$ cat src/rtl/truth_table_sweeper.sv
// Walks x through all 128 input patterns of a 7-input combinational function,
// capturing f for each pattern into a truth table and keeping a running popcount.
module truth_table_sweeper #(
  parameter int SETTLE = 0
) (
  input  logic         clk,
  input  logic         rst,
  input  logic         start,
  input  logic         f,
  output logic [6:0]   x,
  output logic         busy,
  output logic         done,
  output logic         valid,
  output logic [127:0] tt,
  output logic [7:0]   ones
);

  typedef enum logic [1:0] {
    IDLE   = 2'd0,
    WAIT   = 2'd1,
    SAMPLE = 2'd2,
    DONE   = 2'd3
  } state_t;

  // Settle counter reload; unused when SETTLE is zero.
  localparam logic [3:0] RELOAD = (SETTLE > 0) ? 4'(SETTLE - 1) : 4'd0;
  localparam bit HAS_SETTLE = (SETTLE > 0);

  state_t       state_reg, state_next;
  logic [6:0]   idx_reg, idx_next;
  logic [3:0]   cnt_reg, cnt_next;
  logic         valid_reg, valid_next;
  logic [127:0] tt_reg;
  logic [7:0]   ones_reg;
  logic         clear;
  logic         sample_en;
  logic [127:0] bit_sel;

  always_ff @(posedge clk) begin
    if (rst) begin
      state_reg <= IDLE;
      idx_reg   <= 7'd0;
      cnt_reg   <= 4'd0;
      valid_reg <= 1'b0;
    end else begin
      state_reg <= state_next;
      idx_reg   <= idx_next;
      cnt_reg   <= cnt_next;
      valid_reg <= valid_next;
    end
  end

  always_comb begin
    state_next = state_reg;
    idx_next   = idx_reg;
    cnt_next   = cnt_reg;
    valid_next = valid_reg;
    clear      = 1'b0;
    sample_en  = 1'b0;
    case (state_reg)
      IDLE: begin
        if (start) begin
          clear      = 1'b1;
          idx_next   = 7'd0;
          valid_next = 1'b0;
          if (HAS_SETTLE) begin
            state_next = WAIT;
            cnt_next   = RELOAD;
          end else begin
            state_next = SAMPLE;
          end
        end
      end
      WAIT: begin
        if (cnt_reg == 4'd0) begin
          state_next = SAMPLE;
        end else begin
          cnt_next = cnt_reg - 4'd1;
        end
      end
      SAMPLE: begin
        sample_en = 1'b1;
        if (idx_reg == 7'd127) begin
          state_next = DONE;
          valid_next = 1'b1;
        end else begin
          idx_next = idx_reg + 7'd1;
          if (HAS_SETTLE) begin
            state_next = WAIT;
            cnt_next   = RELOAD;
          end else begin
            state_next = SAMPLE;
          end
        end
      end
      DONE: begin
        state_next = IDLE;
      end
      default: begin
        state_next = IDLE;
      end
    endcase
  end

  // One-hot write enable for the truth-table bit addressed by idx.
  genvar gi;
  generate
    for (gi = 0; gi < 128; gi++) begin : g_sel
      assign bit_sel[gi] = sample_en && (idx_reg == 7'(gi));
    end
  endgenerate

  always_ff @(posedge clk) begin
    if (rst || clear) begin
      tt_reg   <= '0;
      ones_reg <= 8'd0;
    end else if (sample_en) begin
      tt_reg   <= (tt_reg & ~bit_sel) | (bit_sel & {128{f}});
      ones_reg <= ones_reg + {7'd0, f};
    end
  end

  assign x     = (state_reg == IDLE) ? 7'd0 : idx_reg;
  assign busy  = (state_reg == WAIT) || (state_reg == SAMPLE);
  assign done  = (state_reg == DONE);
  assign valid = valid_reg;
  assign tt    = tt_reg;
  assign ones  = ones_reg;

endmodule

$ cat config.mk
export PLATFORM = sky130hd
export DESIGN_NAME = truth_table_sweeper
export DESIGN_NICKNAME = d
export VERILOG_FILES = /design/src/rtl/truth_table_sweeper.sv
export SDC_FILE = /design/constraint.sdc
export NUM_CORES = 1
export LEC_CHECK = 0
export BUFFER_PORTS_ARGS = -buffer_cell sky130_fd_sc_hd__buf_4
export CAP_MARGIN = 20
export CORE_MARGIN = 2
export CORE_UTILIZATION = 55
export CTS_BUF_LIST = sky130_fd_sc_hd__clkbuf_2
export DETAILED_ROUTE_END_ITERATION = 10
export GPL_ROUTABILITY_DRIVEN = 1
export PLACE_DENSITY_LB_ADDON = 0.3
export SYNTH_ARGS = -nofsm -noshare
export SYNTH_HDL_FRONTEND = slang
export SYNTH_SLANG_ARGS = --single-unit
$ cat constraint.sdc
create_clock -name clk -period 2.25 [get_ports clk]
set_input_delay 0.225 -clock clk [delete_from_list [all_inputs] [get_ports clk]]
set_output_delay 0.225 -clock clk [all_outputs]
set_load 0.05 [all_outputs]
==> out/metrics.yaml, run 1 <==
final_area_um2: 7760
io_pins: 150
required_ns: 2.03
fmax_ghz: 0.471
die_w_um: 112
postRouteAntennaNets: 0
clk_path_buf_depth: 2
ys_seq_area_frac: 0.472
fin_ws_ns: 0.128
crit_arrival_ns: 1.90
synthSimpleGateAreaFrac: 0.200
grt_first_pass_wirelength_um: 31300
synth_warnings: 0
vias: 6346
worst_slew_pin_slew_ns: 0.613
antennaDiodeCount: 0
min_period_ns: 2.12
mappedNetlistArea_um2: 6360
drive_gt1_frac: 0.245
clock_sinks: 150
drc: 0
dpl_cell_area_um2: 7470
yosys.area_share.adder: 0.0256
dp_hpwl_um: 13200
finish.utilization: 0.682
gp_congestion: 0.861
p_total_uw: 4560
finalHoldViolCount: 0
relSlewSlack: 0.590
cts_tree: "built"
rsz0062_at_grt: "no"
status: "finished, final reports clean"
synth.distinct_cells: 44
io_buffers: 149
syn_avg_cell_area_um2: 8.29
wire_per_inst_um: 19.5
p_leak_uw: 0.00286
synth_xor_area_frac: 0.0165
drtPass1Iterations: 6
layout.nets: 900
slew_viol_final: 0
hold_depth: 3
gr-total-overflow: 0
worst-path-max-fanout: 13
grt_pass1_vias: 5954
endpoint_kind: "output port"
die_y_um: 112
start_kind: "flop"
cts_max_level: 4
cp_num_buf_inv: 1
path_clk_slew_ns: 0.22
place_ws_ns: 0.327
synth_top_family_by_area: "compound AO/OA/AOI/OAI gates"
critPathTopFamily: "flip-flops"
setup-violations-final: 0
cp_cell_sequence: "nor2b_1 > buf_4"
crit_type: "flop to output port"
hold_path_class: "primary input to flop"
slowest_stage: "dfxtp_1"
cts_setup_buffers: 0
fin_crit_sh: 0.943
std_cell_rows: 39
grtUsageTotal: 0.317
die-area_um2: 12400
area_growth_pct: 22.0
p_per_area_nw_per_um2: 587
vias_per_cell: 6.11
start_util: 0.559
cpPeakStageDelay_ns: 0.70
max-vdd-ir-drop_v: 0.000377
fin_setup_tns_ns: 0
fin_skew_ns: 0.0272
antenna_found_initial: 0
clockRootBuffer: "clkbuf_2"
yosys_register_bits: 150
drtIter0Drc: 615
synthCells: 767
synth_fp_nets: 784
wirelength_um: 20200
synthMuxAreaShare: 0.00689
clk_latency_ns: 0.70
cap_violations: 0
grt_max_degree: 129
synth_compound_area_frac: 0.222
cts_inserted_buffers: 17
coreArea_um2: 11400
reg2regPathDepth: 5
crit_cells: 2
n_fill_cell: 955
path summary, 6_finish.rpt:
kind / from / end / slack, ns
max: idx_reg[5]$_SDFFE_PP0P_ / x[5] / 0.13
min reg2reg: flop / flop / 0.49
max reg2reg: idx_reg[0]$_SDFFE_PP0P_ / idx_reg[1]$_SDFFE_PP0P_ / 0.23
min: rst / cnt_reg[1]$_SDFFE_PP0P_ / 0.29
metal layers:
layer	share of wire	GRT usage	wire (um)	up-vias
li1	-	-	-	2946
met1	0.39	0.406	7980	2975
met2	0.48	0.517	9770	376
met3	0.093	0.0664	1870	49
met4	0.030	0.142	601	0
met5	0	0	0	-
power breakdown:
group	internal (uW)	total (uW)	switching [uW]	leakage (uW)
registers	2670	2680	9.02	0.00121
logic	68.9	286	217	0.00151
clock network	614	1590	976	0.000142
metrics by stage:
step | hold slack [ns] | std cells
2_1_floorplan | 0.474 | 767
3_3_place_gp | 0.461 | 1004
3_5_place_dp | 0.469 | 1004
4_1_cts | 0.245 | 1038
5_1_grt | 0.256 | 1038
6_report | 0.287 | 1038
synthesized netlist by cell type, drive strengths merged:
cell     instances  share of area
and2            11          0.011
inv              8         0.0047
xor2             8          0.011
a211oi           2         0.0024
dfxtp          150           0.47
clkbuf          42          0.025
nor3             6         0.0098
a31oi            1        0.00098
o21ai          131           0.10
nand4            3         0.0030
nand2           22          0.013
or3b             1         0.0014
buf             28          0.027
a2111oi          2         0.0087
ha              13          0.026
a21o             1         0.0012
and2b            3         0.0035
nor2            31          0.021
nand3          142           0.11
nand2b           5         0.0061
o21bai           1         0.0012
nor3b            1         0.0012
xnor2            4         0.0055
mux2i            4         0.0069
nor2b            7         0.0073
and4             2         0.0031
and3             5         0.0057
a21oi          133           0.10
layout by cell type (no fill, tap or decap), types with 9 or more instances in the layout:
cell,count
nand2_1,21
clkbuf_2,18
ha_1,12
buf_4,162
and2_1,9
o21ai_0,124
nor2_1,25
a21oi_1,133
dfxtp_1,146
nand3_1,140
kinds of logic after synthesis:
kind of cell | count (synthesis)
buffers and inverters | 78
adders and majority gates | 13
xor gates and xnor gates | 12
muxes | 4
and+or+nand+nor | 239
DFF | 150
AOI/OAI and AO/OA | 271
layout make-up:
class | instances | area (um^2) | area share
clock buffers | 18 | 90.1 | 0.0116
clock inverters | 13 | 156 | 0.0202
inverters | 8 | 30.0 | 0.00387
multi-input cells | 539 | 3010 | 0.388
flip-flops and latches | 150 | 3010 | 0.388
well taps | 143 | 179 | 0.0231
repair buffers | 167 | 1290 | 0.166
repair_timing:
item / 4_1_cts / 5_1_grt
hold buffers: 3 / 0
hold endpoints to repair: 9 / 0
gates resized for setup: 2 / 4
pin swaps: 0 / 0
setup endpoints to repair: 2 / 8
worst register-to-register path: stages, from the launching register on:
cell     delay, ns
dfxtp_1       0.47
ha_1          0.40
nand3_1       0.47
nor2_1        0.35
o21ai_0       0.13
a21oi_1       0.15
Note: power is estimated with default switching activity, not from simulation.
==> run 2: changes to the inputs <==
CORE_UTILIZATION = 37   (was 55)
CTS_CLUSTER_SIZE = 25   (was default)
clock period = 1.8 ns   (was 2.25 ns; I/O delays follow)
==> run 2 against run 1 <==
The run now ends with negative setup slack left; first-iteration DRC count grew 40%; critical path type unchanged; final cell count grew 12%; via count grew 0.54%; largest power group unchanged; register-to-register slack lost 0.29 ns; sequential share of layout area shrank 3.4 points; core utilization shrank 17 points; sequential power grew 25%; clock power grew 33%; clock-buffer cell count shrank 1; combinational power grew 58%; worst hold slack lost 0.12 ns; worst setup slack lost 0.31 ns.
==> out/metrics.yaml, run 2 (same netlist as run 1, synthesis figures left out) <==
n_fill_cell: 1636
drive_gt1_frac: 0.300
seqPwrFrac: 0.567
slew_viol_final: 0
final_common_cell: "buf_4"
drtPass1Iterations: 5
cp_cell_sequence: "inv_4 > ha_4 > buf_8 > nor2_4 > buf_6"
whs_ns: 0.168
setup-violations-final: 44
min_period_ns: 1.98
cpPeakStageDelay_ns: 0.41
comb_power_share: 0.076
fin_ws_ns: -0.183
grt_first_pass_wirelength_um: 34300
hold_depth: 3
layout.nets: 942
grtUsageTotal: 0.245
cap_violations: 0
r2r-start: "state_reg[1]$_SDFFE_PP0P_"
reg2regPathDepth: 6
area_growth_pct: 33.7
worstSetupStartpoint: "state_reg[1]$_SDFFE_PP0P_"
clock_sinks: 150
cts_inserted_buffers: 17
crit_arrival_ns: 1.80
violations: "negative setup slack"
hp-start: "rst"
crit_type: "flop to output port"
clk_latency_ns: 0.78
die-area_um2: 18300
coreArea_um2: 16700
fin_cells: 1159
r2r_slack_ns: -0.06
std_cell_rows: 47
drtIter0Drc: 860
clockRootBuffer: "clkbuf_2"
grt_max_degree: 129
fin_crit_sh: 1.10
fin_setup_tns_ns: -1.96
postRouteAntennaNets: 0
p_total_uw: 5910
finish.utilization: 0.509
required_ns: 1.62
max-vdd-ir-drop_v: 0.000385
rsz0062_at_grt: "yes"
hold_path_class: "primary input to flop"
p_int_uw: 4270
switching_share: 0.277
clk_path_buf_depth: 2
gr-total-overflow: 0
p_per_area_nw_per_um2: 695
worst_slew_pin_slew_ns: 0.580
fin_skew_ns: 0.0327
hold_end: "idx_reg[4]$_SDFFE_PP0P_"
grt_pass1_vias: 5908
finalHoldViolCount: 0
start_util: 0.381
status: "complete, but fails checks"
dp_hpwl_um: 14700
placed_cells: 1116
io_buffers: 149
p_leak_uw: 0.00315
fmax_ghz: 0.504
drc: 0
gp_congestion: 0.867
antenna_found_initial: 1
die_y_um: 135
cts_tree: "built"
wirelength_um: 22400
io_pins: 150
vias_per_cell: 5.50
p_switching_uw: 1640
vias: 6380
cts_max_level: 4
die_w_um: 135
wire_per_inst_um: 19.4
endpoint_kind: "output port"
slowest_stage: "dfxtp_4"
p_clk_frac: 0.357
path_clk_slew_ns: 0.23
final_cell_mix: "182 x buf_4, 145 x dfxtp_1, 140 x nand3_1"
start_kind: "flop"
relSlewSlack: 0.613
worst-path-max-fanout: 5
run 2: cell count changes in the layout (fill, tap and decap cells not counted), moves of 3 or more:
cell        previous run  this run
nor2_1                25        22
nor2b_1                6         2
nor2_4                 1         4
clkinvlp_4             3         0
buf_12                 2        13
buf_8                  0         3
buf_4                162       182
buf_6                  0         7
ha_1                  12         9
inv_6                  2         6
nor2b_4                0         4
run 2: cell type report:
cell class | instances | area (um^2) | area share
sequential | 150 | 3010 | 0.354
multi-input combinational | 539 | 3120 | 0.366
timing repair buffer | 209 | 1810 | 0.213
antenna | 1 | 2.50 | 0.000294
tap | 220 | 275 | 0.0324
clock inverter | 15 | 174 | 0.0205
inverter | 8 | 32.5 | 0.00383
clock buffer | 17 | 85.1 | 0.0100
run 2: worst max path at each step:
stage,slack [ns],endpoint
6_report,-0.18,x[2]
5_1_grt,-0.26,x[6]
4_1_cts,-0.21,x[0]
3_5_place_dp,0.01,flop
3_3_place_gp,0.03,idx_reg[0]$_SDFFE_PP0P_
2_1_floorplan,0.10,idx_reg[5]$_SDFFE_PP0P_
run 2: power groups by stage:
stage | Combinational, uW | Sequential, uW | Clock (uW)
final | 451 | 3350 | 2110
after global routing | 481 | 3350 | 2260
after CTS | 433 | 3350 | 2130
after detailed placement | 384 | 3410 | 0
after global placement | 384 | 3410 | 0
after floorplan | 240 | 3420 | 0
run 2: repair_timing:
| action | CTS | global route |
|---|---|---|
| hold endpoints to repair | 61 | 0 |
| gates resized for setup | 41 | 13 |
| gates cloned | 1 | 0 |
| setup endpoints to repair | 31 | 110 |
| hold buffers | 3 | 0 |
| buffers inserted | 5 | 1 |
| pin swaps | 2 | 4 |
run 2: worst max-delay path: cells and delay by family, from the launching register on:
family,cells,cell delay [ns]
adder cells (fa/ha/maj),1,0.17
buffers and inverters,3,0.35
flip-flops,1,0.41
AND/OR/NAND/NOR,1,0.11
run 2: metal layers:
layer,vias up,part of all wire,global-route usage
met3,31,0.081,0.0480
met4,0,0.017,0.0723
met5,-,0,0
li1,3028,-,-
met1,3055,0.44,0.351
met2,266,0.46,0.374
run 2: per-stage QoR:
| step | cell area, um^2 | setup slack, ns |
|---|---|---|
| 6_report | 8500 | -0.183 |
| 5_1_grt | 8500 | -0.259 |
| 4_1_cts | 8450 | -0.207 |
| 3_5_place_dp | 7950 | 0.0116 |
| 3_3_place_gp | 7950 | 0.0292 |
| 2_1_floorplan | 6360 | 0.103 |
